### src/rtl/fetch_seq.sv
`default_nettype none
// ============================================================================
// Module   : fetch_seq
// Purpose  : Multi-cycle instruction sequencer: FETCH/DECODE/EXECUTE/MEM/WB
//            with branch redirect, misaligned-target halt and retire counter.
// Revision : 1.0 - initial release
// ============================================================================
module fetch_seq #(
  parameter logic [31:0] RESET_PC = 32'h0000_0000,
  parameter logic [31:0] NOP_INSN = 32'h0000_0013
) (
  input  logic        clk,
  input  logic        reset,
  output logic        imem_req_o,
  output logic [31:0] imem_addr_o,
  input  logic        imem_ack_i,
  input  logic [31:0] imem_data_i,
  output logic [31:0] ir_o,
  output logic [31:0] pc_o,
  output logic [2:0]  stage_o,
  input  logic        redirect_i,
  input  logic [31:0] target_i,
  input  logic        mem_busy_i,
  output logic        wb_en_o,
  output logic        fault_o,
  output logic [31:0] retired_o
);

  typedef enum logic [2:0] {
    ST_FETCH   = 3'd0,
    ST_DECODE  = 3'd1,
    ST_EXECUTE = 3'd2,
    ST_MEM     = 3'd3,
    ST_WB      = 3'd4,
    ST_HALT    = 3'd7
  } state_t;

  state_t      r_state;
  logic [31:0] r_pc;
  logic [31:0] r_ir;
  logic [31:0] r_target;
  logic [31:0] r_retired;
  logic        r_redir;
  logic        r_fault;
  logic        r_wb_en;
  logic        w_misaligned;

  assign w_misaligned = redirect_i && (target_i[1:0] != 2'b00);

  always_ff @(posedge clk) begin
    if (reset) begin
      r_state   <= ST_FETCH;
      r_pc      <= RESET_PC;
      r_ir      <= NOP_INSN;
      r_target  <= 32'h0000_0000;
      r_retired <= 32'h0000_0000;
      r_redir   <= 1'b0;
      r_fault   <= 1'b0;
      r_wb_en   <= 1'b0;
    end else begin
      r_wb_en <= 1'b0;
      case (r_state)
        ST_FETCH: begin
          if (imem_ack_i) begin
            r_ir    <= imem_data_i;
            r_state <= ST_DECODE;
          end
        end
        ST_DECODE: r_state <= ST_EXECUTE;
        ST_EXECUTE: begin
          // A misaligned taken target freezes the core without retiring.
          if (w_misaligned) begin
            r_fault <= 1'b1;
            r_state <= ST_HALT;
          end else begin
            if (redirect_i) begin
              r_redir  <= 1'b1;
              r_target <= target_i;
            end
            r_state <= ST_MEM;
          end
        end
        ST_MEM: begin
          if (!mem_busy_i) begin
            r_wb_en <= 1'b1;
            r_state <= ST_WB;
          end
        end
        ST_WB: begin
          r_pc      <= r_redir ? r_target : r_pc + 32'd4;
          r_redir   <= 1'b0;
          r_retired <= r_retired + 32'd1;
          r_state   <= ST_FETCH;
        end
        ST_HALT: r_state <= ST_HALT;
        default: r_state <= ST_HALT;
      endcase
    end
  end

  // Request is gated by reset so it stays low for the whole reset window.
  assign imem_req_o  = (r_state == ST_FETCH) && !reset;
  assign imem_addr_o = r_pc;
  assign pc_o        = r_pc;
  assign ir_o        = r_ir;
  assign stage_o     = r_state;
  assign wb_en_o     = r_wb_en;
  assign fault_o     = r_fault;
  assign retired_o   = r_retired;

endmodule
`default_nettype wire

### config.mk
export PLATFORM = sky130hd
export DESIGN_NAME = fetch_seq
export DESIGN_NICKNAME = d
export VERILOG_FILES = /design/src/rtl/fetch_seq.sv
export SDC_FILE = /design/constraint.sdc
export NUM_CORES = 1
export LEC_CHECK = 0
export BUFFER_PORTS_ARGS = -buffer_cell sky130_fd_sc_hd__buf_2
export CAP_MARGIN = 25
export CORE_ASPECT_RATIO = 1.4
export CORE_UTILIZATION = 46
export DETAILED_ROUTE_END_ITERATION = 10
export PLACE_DENSITY = 0.86
export SLEW_MARGIN = 20
export SYNTH_ARGS = -nofsm -noshare
export SYNTH_HDL_FRONTEND = slang
export SYNTH_SLANG_ARGS = --single-unit
### constraint.sdc
create_clock -name clk -period 5.7 [get_ports clk]
set_input_delay 0.285 -clock clk [delete_from_list [all_inputs] [get_ports clk]]
set_output_delay 0.285 -clock clk [all_outputs]
set_load 0.005 [all_outputs]
==> results of run 1 <==
[worst reg2reg max path, cell delays in order, from the launching register on]
cell and delay (ns):
sky130_fd_sc_hd__dfxtp_1 0.50, sky130_fd_sc_hd__or3b_1 0.38, sky130_fd_sc_hd__buf_4 0.26, sky130_fd_sc_hd__nor2_1 0.46, sky130_fd_sc_hd__buf_4 0.35, sky130_fd_sc_hd__a22o_1 0.19, sky130_fd_sc_hd__a211oi_1 0.06, sky130_fd_sc_hd__nor3_1 0.18
[area by class of cell]
| class | count | area (µm²) | share of cell area, % |
|---|---|---|---|
| timing repair buffer | 211 | 1110 | 14.6 |
| clock inverter | 13 | 128 | 1.67 |
| antenna | 1 | 2.50 | 0.0328 |
| inverter | 7 | 26.3 | 0.344 |
| sequential | 134 | 2680 | 35.2 |
| multi-input combinational | 550 | 3020 | 39.6 |
| clock buffer | 19 | 433 | 5.67 |
| tap | 178 | 223 | 2.92 |
[power breakdown]
| group | switching, µW | internal, µW | leakage (µW) |
|---|---|---|---|
| sequential | 62.9 | 984 | 0.00109 |
| combinational | 127 | 120 | 0.00191 |
| clock | 424 | 604 | 0.000252 |
| total | 614 | 1710 | 0.00325 |
[synthesized netlist by cell type (8+ instances only)]
| master | instances |
|---|---|
| sky130_fd_sc_hd__a21oi_1 | 85 |
| sky130_fd_sc_hd__nand4_1 | 22 |
| sky130_fd_sc_hd__dfxtp_1 | 134 |
| sky130_fd_sc_hd__nor4_1 | 8 |
| sky130_fd_sc_hd__a31oi_1 | 10 |
| sky130_fd_sc_hd__buf_4 | 33 |
| sky130_fd_sc_hd__xor2_1 | 25 |
| sky130_fd_sc_hd__and3_1 | 14 |
| sky130_fd_sc_hd__o21ai_0 | 13 |
| sky130_fd_sc_hd__nor3_1 | 15 |
| sky130_fd_sc_hd__nand2_1 | 164 |
| sky130_fd_sc_hd__nand3_1 | 23 |
| sky130_fd_sc_hd__a22oi_1 | 11 |
| sky130_fd_sc_hd__clkbuf_1 | 41 |
| sky130_fd_sc_hd__nor2_1 | 62 |
| sky130_fd_sc_hd__mux2i_1 | 11 |
[stage by stage]
step           instance area [µm²]  instances  hold WS [ns]  power (µW)
2_1_floorplan                 6170        772         0.363        1210
3_3_place_gp                  7010       1077         0.433        1300
3_5_place_dp                  7060       1079         0.444        1310
4_1_cts                       7620       1111        0.0694        2340
5_1_grt                       7630       1112        0.0753        2420
6_report                      7630       1113        0.0837        2320
[state kept, by name, summed over array words and instances (netlist names)]
register     flops
stage_o          3
wb_en_o          1
retired_o       32
fault_o          1
r_target        32
imem_addr_o     32
ir_o            32
r_redir          1
[worst paths after layout]
path,from,endpoint,cells after the start
max,stage_o[2],imem_addr_o[17],7
min,imem_data_i[0],ir_o[0],3
max reg2reg,stage_o[2],imem_addr_o[17],7
min reg2reg,ir_o[2],ir_o[2],2
[kinds of logic (layout without fill, tap and decap cells)]
| family | Yosys count | count (layout) | share of synthesized area, % |
|---|---|---|---|
| flops | 134 | 134 | 43.5 |
| other cells | 0 | 1 | 0 |
| buf+inv | 88 | 250 | 7.45 |
| xor+xnor | 28 | 28 | 3.98 |
| fa+ha+maj | 2 | 2 | 0.406 |
| mux | 13 | 13 | 2.15 |
| simple gates | 364 | 364 | 28.9 |
| compound gates | 143 | 143 | 13.6 |
[cells in the final DEF (no fill, tap or decap), drive strengths merged, types with 16 or more instances in the layout]
master  instances
a21oi          85
buf           211
clkbuf         19
dfxtp         134
nand2         164
nand3          23
nand4          24
nor2           62
nor3           16
xor2           25
[per-layer routing]
layer	vias to the layer above	global-route usage (%)	share of wire, %
li1	2965	-	-
met1	2737	26.0	39
met5	-	0	0.080
met4	2	9.44	2.7
met2	231	41.3	51
met3	39	7.36	6.9
==> flow_results.xml, run 1 <==
<?xml version="1.0" encoding="UTF-8"?>
<metrics>
  <group name="cts">
    <metric name="holdBufCountCts" unit="">0</metric>
    <metric name="cts_tree" unit="">done</metric>
    <metric name="clock_sink_count" unit="">134</metric>
    <metric name="clock_insertion_delay_at_the_later_pin_of_the_skew_report" unit="ns">0.41</metric>
    <metric name="cts_max_path_buffers" unit="">2</metric>
    <metric name="htree_num_levels" unit="">4</metric>
    <metric name="clock-root-buffer" unit="">sky130_fd_sc_hd__clkbuf_16</metric>
    <metric name="cts.clk_slew.worst_paths" unit="ns">0.06</metric>
    <metric name="cts_made_buffers" unit="">17</metric>
    <metric name="cts_post_setup_buffers_inserted" unit="">0</metric>
    <metric name="cts-resized-gates" unit="">0</metric>
  </group>
  <group name="sta">
    <metric name="sum_of_negative_setup_slack" unit="ns">0</metric>
    <metric name="clock-skew-final" unit="ns">0.00867</metric>
    <metric name="post-route-worst-setup-slack" unit="ns">3.24</metric>
    <metric name="timing.fmax" unit="MHz">407</metric>
    <metric name="worst_slew_margin_rel" unit="%">45.9</metric>
    <metric name="worst-slew-pin-transition" unit="ns">0.812</metric>
    <metric name="fin_crit_period" unit="ns">2.46</metric>
    <metric name="final-setup-viol-count" unit="">0</metric>
    <metric name="layout_worst_path_cycle_share" unit="%">43.1</metric>
    <metric name="final_max_slew_viol_count" unit="">0</metric>
    <metric name="grt_setup_unrepaired" unit="">false</metric>
    <metric name="finalHoldViolations" unit="">0</metric>
  </group>
  <group name="logic_synthesis">
    <metric name="number_of_enable_flip_flop_cells_after_synthesis" unit="">0</metric>
    <metric name="syn_area_per_cell" unit="µm²">7.99</metric>
    <metric name="syn_inst" unit="">772</metric>
    <metric name="number_of_distinct_standard_cells_referenced_by_the_synthesized_netlist" unit="">55</metric>
    <metric name="ys_seq_area_share" unit="%">43.5</metric>
    <metric name="yosys.area.top_type_share" unit="%">43.5</metric>
    <metric name="ys.flop_type" unit="">sky130_fd_sc_hd__dfxtp_1</metric>
    <metric name="count_of_state_elements_after_synthesis" unit="">134</metric>
    <metric name="yosys-top-cells-area" unit="">sky130_fd_sc_hd__dfxtp_1 (44%), sky130_fd_sc_hd__nand2_1 (10%), sky130_fd_sc_hd__a21oi_1 (6.9%)</metric>
    <metric name="yosysWarningCount" unit="">0</metric>
    <metric name="synth-async-reset-ratio" unit="%">0</metric>
    <metric name="syn-cell-area" unit="µm²">6170</metric>
    <metric name="leading_area_contributor_after_synthesis" unit="">sky130_fd_sc_hd__dfxtp_1</metric>
    <metric name="net_count_of_the_mapped_netlist" unit="">843</metric>
  </group>
  <group name="routing">
    <metric name="via_count" unit="">5974</metric>
    <metric name="wirelength" unit="µm">16200</metric>
    <metric name="post-route-drc-count" unit="">0</metric>
    <metric name="wl_per_cell" unit="µm">14.6</metric>
    <metric name="antenna_left" unit="">0</metric>
    <metric name="avgViaCountPerCell" unit="">5.37</metric>
    <metric name="first_iter_violations" unit="">276</metric>
    <metric name="firstDrtPassIters" unit="">5</metric>
  </group>
  <group name="global_routing">
    <metric name="grt_pass1_vias" unit="">5472</metric>
    <metric name="globalRouteTotalUtil" unit="%">23.5</metric>
    <metric name="global_route_wire_length_before_repair" unit="µm">26000</metric>
    <metric name="pin_count_of_the_biggest_net_entering_global_routing" unit="">79</metric>
    <metric name="overflow" unit="">0</metric>
    <metric name="number_of_antenna_violations_at_the_first_check_in_global_routing" unit="">2</metric>
  </group>
  <group name="critical_path">
    <metric name="worst-path-buf-inv" unit="">2</metric>
    <metric name="worst-setup-path-type" unit="">flip-flop to flip-flop</metric>
    <metric name="crit_required" unit="ns">6.03</metric>
    <metric name="ff2ff_setup_slack" unit="ns">3.24</metric>
    <metric name="critPathMaxStageDelay" unit="ns">0.50</metric>
    <metric name="critPathArrivalTime" unit="ns">2.78</metric>
    <metric name="critical-path-top-cell-by-count" unit="">sky130_fd_sc_hd__buf_4</metric>
    <metric name="timing.critical_path.cells" unit="">or3b_1 &gt; buf_4 &gt; nor2_1 &gt; buf_4 &gt; a22o_1 &gt; a211oi_1 &gt; nor3_1</metric>
    <metric name="worst_setup_path_end_kind" unit="">flip-flop</metric>
    <metric name="type_of_origin_of_the_critical_path" unit="">flip-flop</metric>
    <metric name="crit_slowest_cell" unit="">sky130_fd_sc_hd__dfxtp_1</metric>
    <metric name="worstPathMaxFanout" unit="">40</metric>
    <metric name="worst_path_dominant_cell_family" unit="">simple AND/OR/NAND/NOR gates</metric>
  </group>
  <group name="placement">
    <metric name="dp_worst_setup_slack" unit="ns">3.27</metric>
    <metric name="place.gp.congestion" unit="">0.853</metric>
    <metric name="dp_hpwl" unit="µm">11300</metric>
    <metric name="numPortBuffers" unit="">202</metric>
  </group>
  <group name="finish">
    <metric name="drive_above_1_share" unit="%">26.9</metric>
    <metric name="flow.area_growth_from_synthesis" unit="%">23.8</metric>
    <metric name="fin_util" unit="%">59.0</metric>
    <metric name="fillers" unit="">1172</metric>
    <metric name="layout.nets" unit="">992</metric>
  </group>
  <group name="outcome">
    <metric name="run_status" unit="">finished, final reports clean</metric>
  </group>
  <group name="pwr">
    <metric name="leakagePower" unit="µW">0.00325</metric>
    <metric name="peakVddDrop" unit="µV">195</metric>
    <metric name="powerDensity" unit="nW/µm²">304</metric>
  </group>
  <group name="job">
    <metric name="timing.max_cap.violations" unit="">0</metric>
  </group>
  <group name="die">
    <metric name="initial_core_util" unit="%">47.7</metric>
    <metric name="dieArea" unit="µm²">13900</metric>
    <metric name="die_h" unit="µm">139</metric>
    <metric name="floorplan.die.width" unit="µm">99.9</metric>
    <metric name="rows" unit="">49</metric>
    <metric name="core_region_area" unit="µm²">12900</metric>
    <metric name="ios" unit="">203</metric>
  </group>
  <group name="min_path">
    <metric name="hold_path.class" unit="">primary input to flip-flop</metric>
  </group>
</metrics>
No activity file was read; power rests on OpenSTA's default activity.
==> run 2, diff against run 1 <==
--- a/config.mk
+++ b/config.mk
@@ -5,12 +5,13 @@
 export SDC_FILE = /design/constraint.sdc
 export NUM_CORES = 1
 export LEC_CHECK = 0
+export ABC_AREA = 1
 export BUFFER_PORTS_ARGS = -buffer_cell sky130_fd_sc_hd__buf_2
 export CAP_MARGIN = 25
 export CORE_ASPECT_RATIO = 1.4
 export CORE_UTILIZATION = 46
 export DETAILED_ROUTE_END_ITERATION = 10
-export PLACE_DENSITY = 0.86
+export PLACE_DENSITY = 0.85
 export SLEW_MARGIN = 20
 export SYNTH_ARGS = -nofsm -noshare
 export SYNTH_HDL_FRONTEND = slang
==> constraint.sdc (replaced) <==
create_clock -name clk -period 2.5 [get_ports clk]
set_input_delay 0.125 -clock clk [delete_from_list [all_inputs] [get_ports clk]]
set_output_delay 0.125 -clock clk [all_outputs]
set_load 0.005 [all_outputs]
==> run 2 against run 1 <==
Synthesized cell count rose by 30%. Critical path depth grew 3. Highest routed layer unchanged. Die area increased by 9.6%. Critical endpoint is now imem_addr_o[30].
==> flow_results.xml, run 2 <==
<?xml version="1.0" encoding="UTF-8"?>
<metrics>
  <group name="outcome">
    <metric name="run_status" unit="">finished, final reports clean</metric>
  </group>
  <group name="critical_path">
    <metric name="crit_required" unit="ns">2.75</metric>
    <metric name="crit_slowest_cell" unit="">sky130_fd_sc_hd__dfxtp_1</metric>
    <metric name="worst_setup_path_end_kind" unit="">flip-flop</metric>
    <metric name="critical-path-top-cell-by-count" unit="">sky130_fd_sc_hd__nand2_1</metric>
    <metric name="ff2ff_setup_slack" unit="ns">0.69</metric>
    <metric name="worstPathMaxFanout" unit="">5</metric>
    <metric name="timing.critical_path.cells" unit="">ha_1 &gt; inv_1 &gt; nor2_1 &gt; inv_1 &gt; nor2_1 &gt; nand2_1 &gt; nand2_1 &gt; nand3_1 &gt; nand2_1 &gt; a21oi_1</metric>
    <metric name="type_of_origin_of_the_critical_path" unit="">flip-flop</metric>
    <metric name="ff2ff_path_depth" unit="">10</metric>
    <metric name="critPathArrivalTime" unit="ns">2.06</metric>
    <metric name="worst-setup-path-type" unit="">flip-flop to flip-flop</metric>
    <metric name="critPathMaxStageDelay" unit="ns">0.43</metric>
  </group>
  <group name="global_routing">
    <metric name="globalRouteMet1Util" unit="%">27.6</metric>
    <metric name="globalRoute.busiestLayer" unit="">met2</metric>
    <metric name="globalRouteTotalUtil" unit="%">25.7</metric>
    <metric name="overflow" unit="">0</metric>
    <metric name="pin_count_of_the_biggest_net_entering_global_routing" unit="">78</metric>
    <metric name="number_of_antenna_violations_at_the_first_check_in_global_routing" unit="">2</metric>
    <metric name="global_route.usage.met3" unit="%">4.93</metric>
    <metric name="grt_pass1_vias" unit="">6906</metric>
    <metric name="met2_usage" unit="%">45.3</metric>
    <metric name="global_route_wire_length_before_repair" unit="µm">31700</metric>
  </group>
  <group name="logic_synthesis">
    <metric name="syn_area_per_cell" unit="µm²">6.73</metric>
    <metric name="synth-async-reset-ratio" unit="%">0</metric>
    <metric name="ys_seq_area_share" unit="%">39.6</metric>
    <metric name="synth_top_cells_by_count" unit="">sky130_fd_sc_hd__nand2_1 (288), sky130_fd_sc_hd__dfxtp_1 (134), sky130_fd_sc_hd__nor2_1 (128), sky130_fd_sc_hd__a21oi_1 (110), sky130_fd_sc_hd__inv_1 (91)</metric>
    <metric name="number_of_enable_flip_flop_cells_after_synthesis" unit="">0</metric>
    <metric name="yosys.area.top_type_share" unit="%">39.6</metric>
    <metric name="leading_area_contributor_after_synthesis" unit="">sky130_fd_sc_hd__dfxtp_1</metric>
    <metric name="syn-cell-area" unit="µm²">6770</metric>
    <metric name="synthMostInstantiatedCell" unit="">sky130_fd_sc_hd__nand2_1</metric>
    <metric name="number_of_distinct_standard_cells_referenced_by_the_synthesized_netlist" unit="">39</metric>
    <metric name="yosys-top-cells-area" unit="">sky130_fd_sc_hd__dfxtp_1 (40%), sky130_fd_sc_hd__nand2_1 (16%), sky130_fd_sc_hd__a21oi_1 (8.1%)</metric>
    <metric name="ys.flop_type" unit="">sky130_fd_sc_hd__dfxtp_1</metric>
    <metric name="syn_inst" unit="">1006</metric>
    <metric name="yosysWarningCount" unit="">0</metric>
    <metric name="net_count_of_the_mapped_netlist" unit="">1077</metric>
    <metric name="count_of_state_elements_after_synthesis" unit="">134</metric>
  </group>
  <group name="cts">
    <metric name="clock-root-buffer" unit="">sky130_fd_sc_hd__clkbuf_16</metric>
    <metric name="cts_made_buffers" unit="">17</metric>
    <metric name="clock_insertion_delay_at_the_later_pin_of_the_skew_report" unit="ns">0.41</metric>
    <metric name="holdBufCountCts" unit="">45</metric>
    <metric name="cts_tree" unit="">done</metric>
    <metric name="cts.clk_slew.worst_paths" unit="ns">0.06</metric>
    <metric name="cts_post_setup_buffers_inserted" unit="">0</metric>
    <metric name="htree_num_levels" unit="">4</metric>
    <metric name="cts-resized-gates" unit="">0</metric>
    <metric name="cts_max_path_buffers" unit="">2</metric>
    <metric name="clock_sink_count" unit="">134</metric>
  </group>
  <group name="routing">
    <metric name="first_iter_violations" unit="">279</metric>
    <metric name="avgViaCountPerCell" unit="">5.10</metric>
    <metric name="post-route-drc-count" unit="">0</metric>
    <metric name="antenna_left" unit="">0</metric>
    <metric name="wirelength" unit="µm">19400</metric>
    <metric name="wl_per_cell" unit="µm">13.8</metric>
    <metric name="firstDrtPassIters" unit="">5</metric>
    <metric name="via_count" unit="">7171</metric>
  </group>
  <group name="pwr">
    <metric name="total_power" unit="µW">5420</metric>
    <metric name="leakagePower" unit="µW">0.00369</metric>
    <metric name="peakVddDrop" unit="µV">482</metric>
    <metric name="powerDensity" unit="nW/µm²">627</metric>
  </group>
  <group name="die">
    <metric name="die_h" unit="µm">146</metric>
    <metric name="dieArea" unit="µm²">15200</metric>
    <metric name="ios" unit="">203</metric>
    <metric name="floorplan.die.width" unit="µm">105</metric>
    <metric name="rows" unit="">52</metric>
    <metric name="core_region_area" unit="µm²">14400</metric>
    <metric name="initial_core_util" unit="%">46.8</metric>
  </group>
  <group name="sta">
    <metric name="worst_slew_margin_rel" unit="%">41.6</metric>
    <metric name="worst_hold_margin" unit="ns">0.00457</metric>
    <metric name="final-setup-viol-count" unit="">0</metric>
    <metric name="fin_crit_period" unit="ns">1.81</metric>
    <metric name="layout_worst_path_cycle_share" unit="%">72.4</metric>
    <metric name="finalHoldViolations" unit="">0</metric>
    <metric name="sum_of_negative_setup_slack" unit="ns">0</metric>
    <metric name="timing.fmax" unit="MHz">552</metric>
    <metric name="worst-slew-pin-transition" unit="ns">0.876</metric>
    <metric name="grt_setup_unrepaired" unit="">false</metric>
    <metric name="final_max_slew_viol_count" unit="">0</metric>
    <metric name="post-route-worst-setup-slack" unit="ns">0.689</metric>
    <metric name="clock-skew-final" unit="ns">0.00922</metric>
  </group>
  <group name="placement">
    <metric name="dp_hpwl" unit="µm">13300</metric>
    <metric name="place.gp.congestion" unit="">0.913</metric>
    <metric name="dp_worst_setup_slack" unit="ns">0.749</metric>
    <metric name="numPortBuffers" unit="">202</metric>
  </group>
  <group name="finish">
    <metric name="drive_above_1_share" unit="%">21.1</metric>
    <metric name="flow.area_growth_from_synthesis" unit="%">27.7</metric>
    <metric name="most_common_cell_after_layout_fill_and_taps_aside" unit="">sky130_fd_sc_hd__nand2_1</metric>
    <metric name="layout.nets" unit="">1277</metric>
    <metric name="most_used_cells_in_the_layout_excluding_fill_and_tap_cells" unit="">sky130_fd_sc_hd__nand2_1 (288), sky130_fd_sc_hd__buf_2 (202), sky130_fd_sc_hd__dfxtp_1 (134)</metric>
  </group>
  <group name="min_path">
    <metric name="min_path_cells" unit="">3</metric>
    <metric name="hold_path.class" unit="">primary input to flip-flop</metric>
  </group>
  <group name="job">
    <metric name="timing.max_cap.violations" unit="">0</metric>
  </group>
</metrics>
==> run 2: cell count changes after synthesis, moves of 14 or more <==
cell | previous run | this run
sky130_fd_sc_hd__nand4_1 | 22 | 5
sky130_fd_sc_hd__nand3_1 | 23 | 58
sky130_fd_sc_hd__nor2_1 | 62 | 128
sky130_fd_sc_hd__inv_1 | 7 | 91
sky130_fd_sc_hd__nand2_1 | 164 | 288
sky130_fd_sc_hd__clkbuf_1 | 41 | 19
sky130_fd_sc_hd__and3_1 | 14 | 0
sky130_fd_sc_hd__o21ai_0 | 13 | 44
sky130_fd_sc_hd__a21oi_1 | 85 | 110
sky130_fd_sc_hd__xor2_1 | 25 | 6
==> run 2: metal layers <==
| layer | routed length, µm | vias up | part of all wire, % |
|---|---|---|---|
| met5 | 10 | - | 0.052 |
| met4 | 1060 | 2 | 5.4 |
| met3 | 924 | 89 | 4.8 |
| met2 | 9860 | 256 | 51 |
| met1 | 7550 | 3224 | 39 |
| li1 | - | 3600 | - |
==> run 2: worst max-delay path, delay by kind of cell, from the launching register on <==
kind                       cells  cell delay (ns)
AOI/OAI and AO/OA              1             0.06
adders and majority gates      1             0.25
and+or+nand+nor                6             0.75
buffers and inverters          2             0.16
DFF                            1             0.43
==> run 2: cells by family (layout without fill, tap and decap cells) <==
kind of cell               after synthesis  after routing  synth area share (%)
AOI/OAI and AO/OA                      185            185                  14.7
xor gates and xnor gates                 7              7                 0.906
and+or+nand+nor                        512            512                  32.0
DFF                                    134            134                  39.6
adders and majority gates                2              2                 0.370
other                                    0              1                     0
buffers and inverters                  166            377                  12.4
==> run 2: final cells by class <==
type                            count  area, µm²
Fill cell                        1347       5800
Multi-Input combinational cell    706       3250
Sequential cell                   134       2680
Timing Repair Buffer              255       1530
Clock buffer                       17        425
Inverter                           92        348
Tap cell                          189        236
Clock inverter                     13        159
Antenna cell                        1       2.50
==> run 2: final timing paths <==
path / start / end
worst max-delay path: imem_addr_o[3] / imem_addr_o[30]
worst max register to register: imem_addr_o[3] / imem_addr_o[30]
worst min register to register: r_target[2] / r_target[2]
worst min-delay path: target_i[27] / r_target[27]
==> run 2: stage by stage <==
stage | cells | utilization, % | instance area [µm²]
final | 1407 | 59.8 | 8640
after global routing | 1406 | 59.8 | 8640
after CTS | 1406 | 59.8 | 8640
after detailed placement | 1331 | 52.6 | 7600
after global placement | 1331 | 52.6 | 7600
after floorplan | 1006 | - | 6770
==> run 2: power breakdown <==
group | internal (µW) | total, µW | leakage, µW | switching (µW)
clock | 1550 | 2530 | 0.000281 | 973
sequential | 2230 | 2300 | 0.00109 | 62.4
combinational | 254 | 595 | 0.00233 | 341
==> run 3, diff against run 2 <==
--- a/config.mk
+++ b/config.mk
@@ -5,13 +5,13 @@
 export SDC_FILE = /design/constraint.sdc
 export NUM_CORES = 1
 export LEC_CHECK = 0
-export ABC_AREA = 1
+export ABC_AREA = 0
 export BUFFER_PORTS_ARGS = -buffer_cell sky130_fd_sc_hd__buf_2
 export CAP_MARGIN = 25
 export CORE_ASPECT_RATIO = 1.4
 export CORE_UTILIZATION = 46
 export DETAILED_ROUTE_END_ITERATION = 10
-export PLACE_DENSITY = 0.85
+export PLACE_DENSITY = 0.86
 export SLEW_MARGIN = 20
 export SYNTH_ARGS = -nofsm -noshare
 export SYNTH_HDL_FRONTEND = slang
==> constraint.sdc (replaced) <==
create_clock -name clk -period 1.83 [get_ports clk]
set_input_delay 0.0915 -clock clk [delete_from_list [all_inputs] [get_ports clk]]
set_output_delay 0.0915 -clock clk [all_outputs]
set_load 0.005 [all_outputs]
==> run 3 against run 2 <==
The flow now finishes with violations (negative setup slack). Non-clock buffer count increased by 83. Utilization is 8.6 points higher. Worst hold slack better by 0.021 ns. Power grew 41%. Via count is 6.9% lower. Combinational power increased by 80%. Sequential cell count stayed put. Worst setup slack worse by 0.70 ns. Clock power increased by 34%. Register-to-register slack got worse by 0.70 ns.
==> flow_results.xml, run 3 (same netlist as run 1, synthesis figures left out) <==
<?xml version="1.0" encoding="UTF-8"?>
<metrics>
  <group name="outcome">
    <metric name="run_status" unit="">finished, violations left</metric>
    <metric name="violations" unit="">negative setup slack</metric>
  </group>
  <group name="global_routing">
    <metric name="number_of_antenna_violations_at_the_first_check_in_global_routing" unit="">0</metric>
    <metric name="globalRouteTotalUtil" unit="%">27.3</metric>
    <metric name="grt_pass1_vias" unit="">6440</metric>
    <metric name="pin_count_of_the_biggest_net_entering_global_routing" unit="">57</metric>
    <metric name="global_route_wire_length_before_repair" unit="µm">30200</metric>
    <metric name="overflow" unit="">0</metric>
  </group>
  <group name="placement">
    <metric name="place.gp.congestion" unit="">0.909</metric>
    <metric name="numPortBuffers" unit="">202</metric>
    <metric name="place_inst" unit="">1144</metric>
    <metric name="dp_worst_setup_slack" unit="ns">-0.0283</metric>
    <metric name="placed_area" unit="µm²">7550</metric>
    <metric name="dp_hpwl" unit="µm">12700</metric>
  </group>
  <group name="sta">
    <metric name="timing.fmax" unit="MHz">542</metric>
    <metric name="final_max_slew_viol_count" unit="">0</metric>
    <metric name="worst_slew_margin_rel" unit="%">60.5</metric>
    <metric name="grt_setup_unrepaired" unit="">true</metric>
    <metric name="finalHoldViolations" unit="">0</metric>
    <metric name="final-setup-viol-count" unit="">1</metric>
    <metric name="worst-slew-pin-transition" unit="ns">0.593</metric>
    <metric name="fin_crit_period" unit="ns">1.85</metric>
    <metric name="post-route-worst-setup-slack" unit="ns">-0.0151</metric>
    <metric name="clock-skew-final" unit="ns">0.0158</metric>
    <metric name="layout_worst_path_cycle_share" unit="%">101</metric>
  </group>
  <group name="pwr">
    <metric name="peakVddDrop" unit="µV">655</metric>
    <metric name="leakagePower" unit="µW">0.00388</metric>
    <metric name="total_power" unit="µW">7640</metric>
    <metric name="powerDensity" unit="nW/µm²">863</metric>
  </group>
  <group name="cts">
    <metric name="cts_made_buffers" unit="">17</metric>
    <metric name="clock_insertion_delay_at_the_later_pin_of_the_skew_report" unit="ns">0.42</metric>
    <metric name="cts_tree" unit="">done</metric>
    <metric name="clock-root-buffer" unit="">sky130_fd_sc_hd__clkbuf_16</metric>
    <metric name="htree_num_levels" unit="">4</metric>
    <metric name="cts.clk_slew.worst_paths" unit="ns">0.06</metric>
    <metric name="clock_sink_count" unit="">134</metric>
    <metric name="cts_max_path_buffers" unit="">2</metric>
  </group>
  <group name="min_path">
    <metric name="hold_start" unit="">redirect_i</metric>
    <metric name="min_path_cells" unit="">3</metric>
    <metric name="hold_path.class" unit="">primary input to flip-flop</metric>
    <metric name="min_delay_worst_endpoint" unit="">fault_o</metric>
  </group>
  <group name="critical_path">
    <metric name="timing.critical_path.cells" unit="">nand4_1 &gt; nor2_1 &gt; nand2_1 &gt; and3_1 &gt; or3_1</metric>
    <metric name="worst-setup-path-type" unit="">flip-flop to flip-flop</metric>
    <metric name="ff2ff_setup_slack" unit="ns">-0.02</metric>
    <metric name="worst_setup_path_end_kind" unit="">flip-flop</metric>
    <metric name="ff2ff_path_depth" unit="">5</metric>
    <metric name="worst-path-buf-inv" unit="">0</metric>
    <metric name="crit_slowest_cell" unit="">sky130_fd_sc_hd__dfxtp_1</metric>
    <metric name="crit_required" unit="ns">2.11</metric>
    <metric name="critPathArrivalTime" unit="ns">2.13</metric>
    <metric name="rr_startpoint" unit="">imem_addr_o[19]</metric>
    <metric name="reg2reg_to" unit="">imem_addr_o[31]</metric>
    <metric name="critPathMaxStageDelay" unit="ns">0.43</metric>
    <metric name="worstPathMaxFanout" unit="">6</metric>
    <metric name="worst_path_dominant_cell_family" unit="">simple AND/OR/NAND/NOR gates</metric>
    <metric name="type_of_origin_of_the_critical_path" unit="">flip-flop</metric>
  </group>
  <group name="die">
    <metric name="core_region_area" unit="µm²">12900</metric>
    <metric name="initial_core_util" unit="%">47.7</metric>
    <metric name="ios" unit="">203</metric>
    <metric name="die_h" unit="µm">139</metric>
    <metric name="floorplan.die.width" unit="µm">99.9</metric>
    <metric name="rows" unit="">49</metric>
    <metric name="dieArea" unit="µm²">13900</metric>
  </group>
  <group name="finish">
    <metric name="flow.area_growth_from_synthesis" unit="%">43.5</metric>
    <metric name="layout.nets" unit="">1119</metric>
    <metric name="final_design_area_no_fill" unit="µm²">8850</metric>
    <metric name="ant_cells" unit="">0</metric>
    <metric name="fin_cells" unit="">1239</metric>
    <metric name="drive_above_1_share" unit="%">31.9</metric>
    <metric name="fillers" unit="">986</metric>
    <metric name="most_common_cell_after_layout_fill_and_taps_aside" unit="">sky130_fd_sc_hd__buf_2</metric>
    <metric name="most_used_cells_in_the_layout_excluding_fill_and_tap_cells" unit="">sky130_fd_sc_hd__buf_2 (201), sky130_fd_sc_hd__nand2_1 (162), sky130_fd_sc_hd__dfxtp_1 (128)</metric>
    <metric name="fin_util" unit="%">68.4</metric>
  </group>
  <group name="routing">
    <metric name="wirelength" unit="µm">19100</metric>
    <metric name="top_routing_layer_in_use" unit="">met4</metric>
    <metric name="post-route-drc-count" unit="">0</metric>
    <metric name="avgViaCountPerCell" unit="">5.39</metric>
    <metric name="firstDrtPassIters" unit="">4</metric>
    <metric name="dr_wl_met2" unit="µm">9980</metric>
    <metric name="wl_met1" unit="µm">6850</metric>
    <metric name="antenna_left" unit="">0</metric>
    <metric name="via_count" unit="">6675</metric>
    <metric name="first_iter_violations" unit="">468</metric>
    <metric name="wl_per_cell" unit="µm">15.4</metric>
    <metric name="sum_of_met3_wire_segment_lengths_after_detailed_routing" unit="µm">1370</metric>
  </group>
  <group name="job">
    <metric name="timing.max_cap.violations" unit="">0</metric>
  </group>
</metrics>
==> run 3: where the power goes <==
group          internal (µW)  switching (µW)  leakage [µW]
clock                   2060            1320      0.000281
combinational            536             537       0.00251
sequential              3070             116       0.00109
total                   5660            1970       0.00388
==> run 3: tightest hold or removal path: cells and delay by family <==
| kind | cells | cell delay, ns |
|---|---|---|
| simple gates | 1 | 0.11 |
| buf+inv | 1 | 0.11 |
| compound gates | 1 | 0.07 |
==> run 3: per-layer routing <==
layer | vias to the layer above | track usage [%]
met4 | 0 | 16.9
met2 | 319 | 48.3
met1 | 3079 | 28.9
li1 | 3209 | -
met3 | 68 | 6.25
met5 | - | 0
==> run 3: what timing repair did <==
action	in CTS	in global routing
buffers inserted	0	0
gates cloned	0	0
hold buffers	63	0
pin swaps	0	4
resized for setup	0	21
endpoints found under the setup margin	5	21
hold endpoints to repair	63	0
==> run 3: cell type report <==
| cell class | count | area, µm² | share of cell area (%) |
|---|---|---|---|
| repair buffers | 338 | 2220 | 25.1 |
| clock inverters | 13 | 145 | 1.64 |
| inverters | 7 | 26.3 | 0.297 |
| well taps | 178 | 223 | 2.52 |
| clock buffers | 19 | 443 | 5.01 |
| multi-input cells | 550 | 3100 | 35.0 |
| flip-flops and latches | 134 | 2690 | 30.4 |
==> run 3: metrics by stage <==
step	hold slack [ns]	TNS [ns]
2_1_floorplan	0.170	-0.000111
3_3_place_gp	0.301	0
3_5_place_dp	0.312	-0.0313
4_1_cts	0.0155	-0.226
5_1_grt	0.0522	-0.155
6_report	0.0252	-0.0151
==> run 3: how the worst max path moves through the flow <==
| stage | startpoint | end | slack, ns | depth (start not counted) |
|---|---|---|---|---|
| floorplan | imem_addr_o[7] | imem_addr_o[19] | -0.0001 | 4 |
| finish | imem_addr_o[19] | imem_addr_o[31] | -0.02 | 5 |
| global route | imem_addr_o[19] | imem_addr_o[31] | -0.12 | 5 |
| detailed placement | imem_addr_o[2] | imem_addr_o[22] | -0.03 | 7 |
| global placement | stage_o[1] | imem_addr_o[28] | 0.05 | 6 |
| CTS | imem_addr_o[2] | imem_addr_o[18] | -0.06 | 6 |
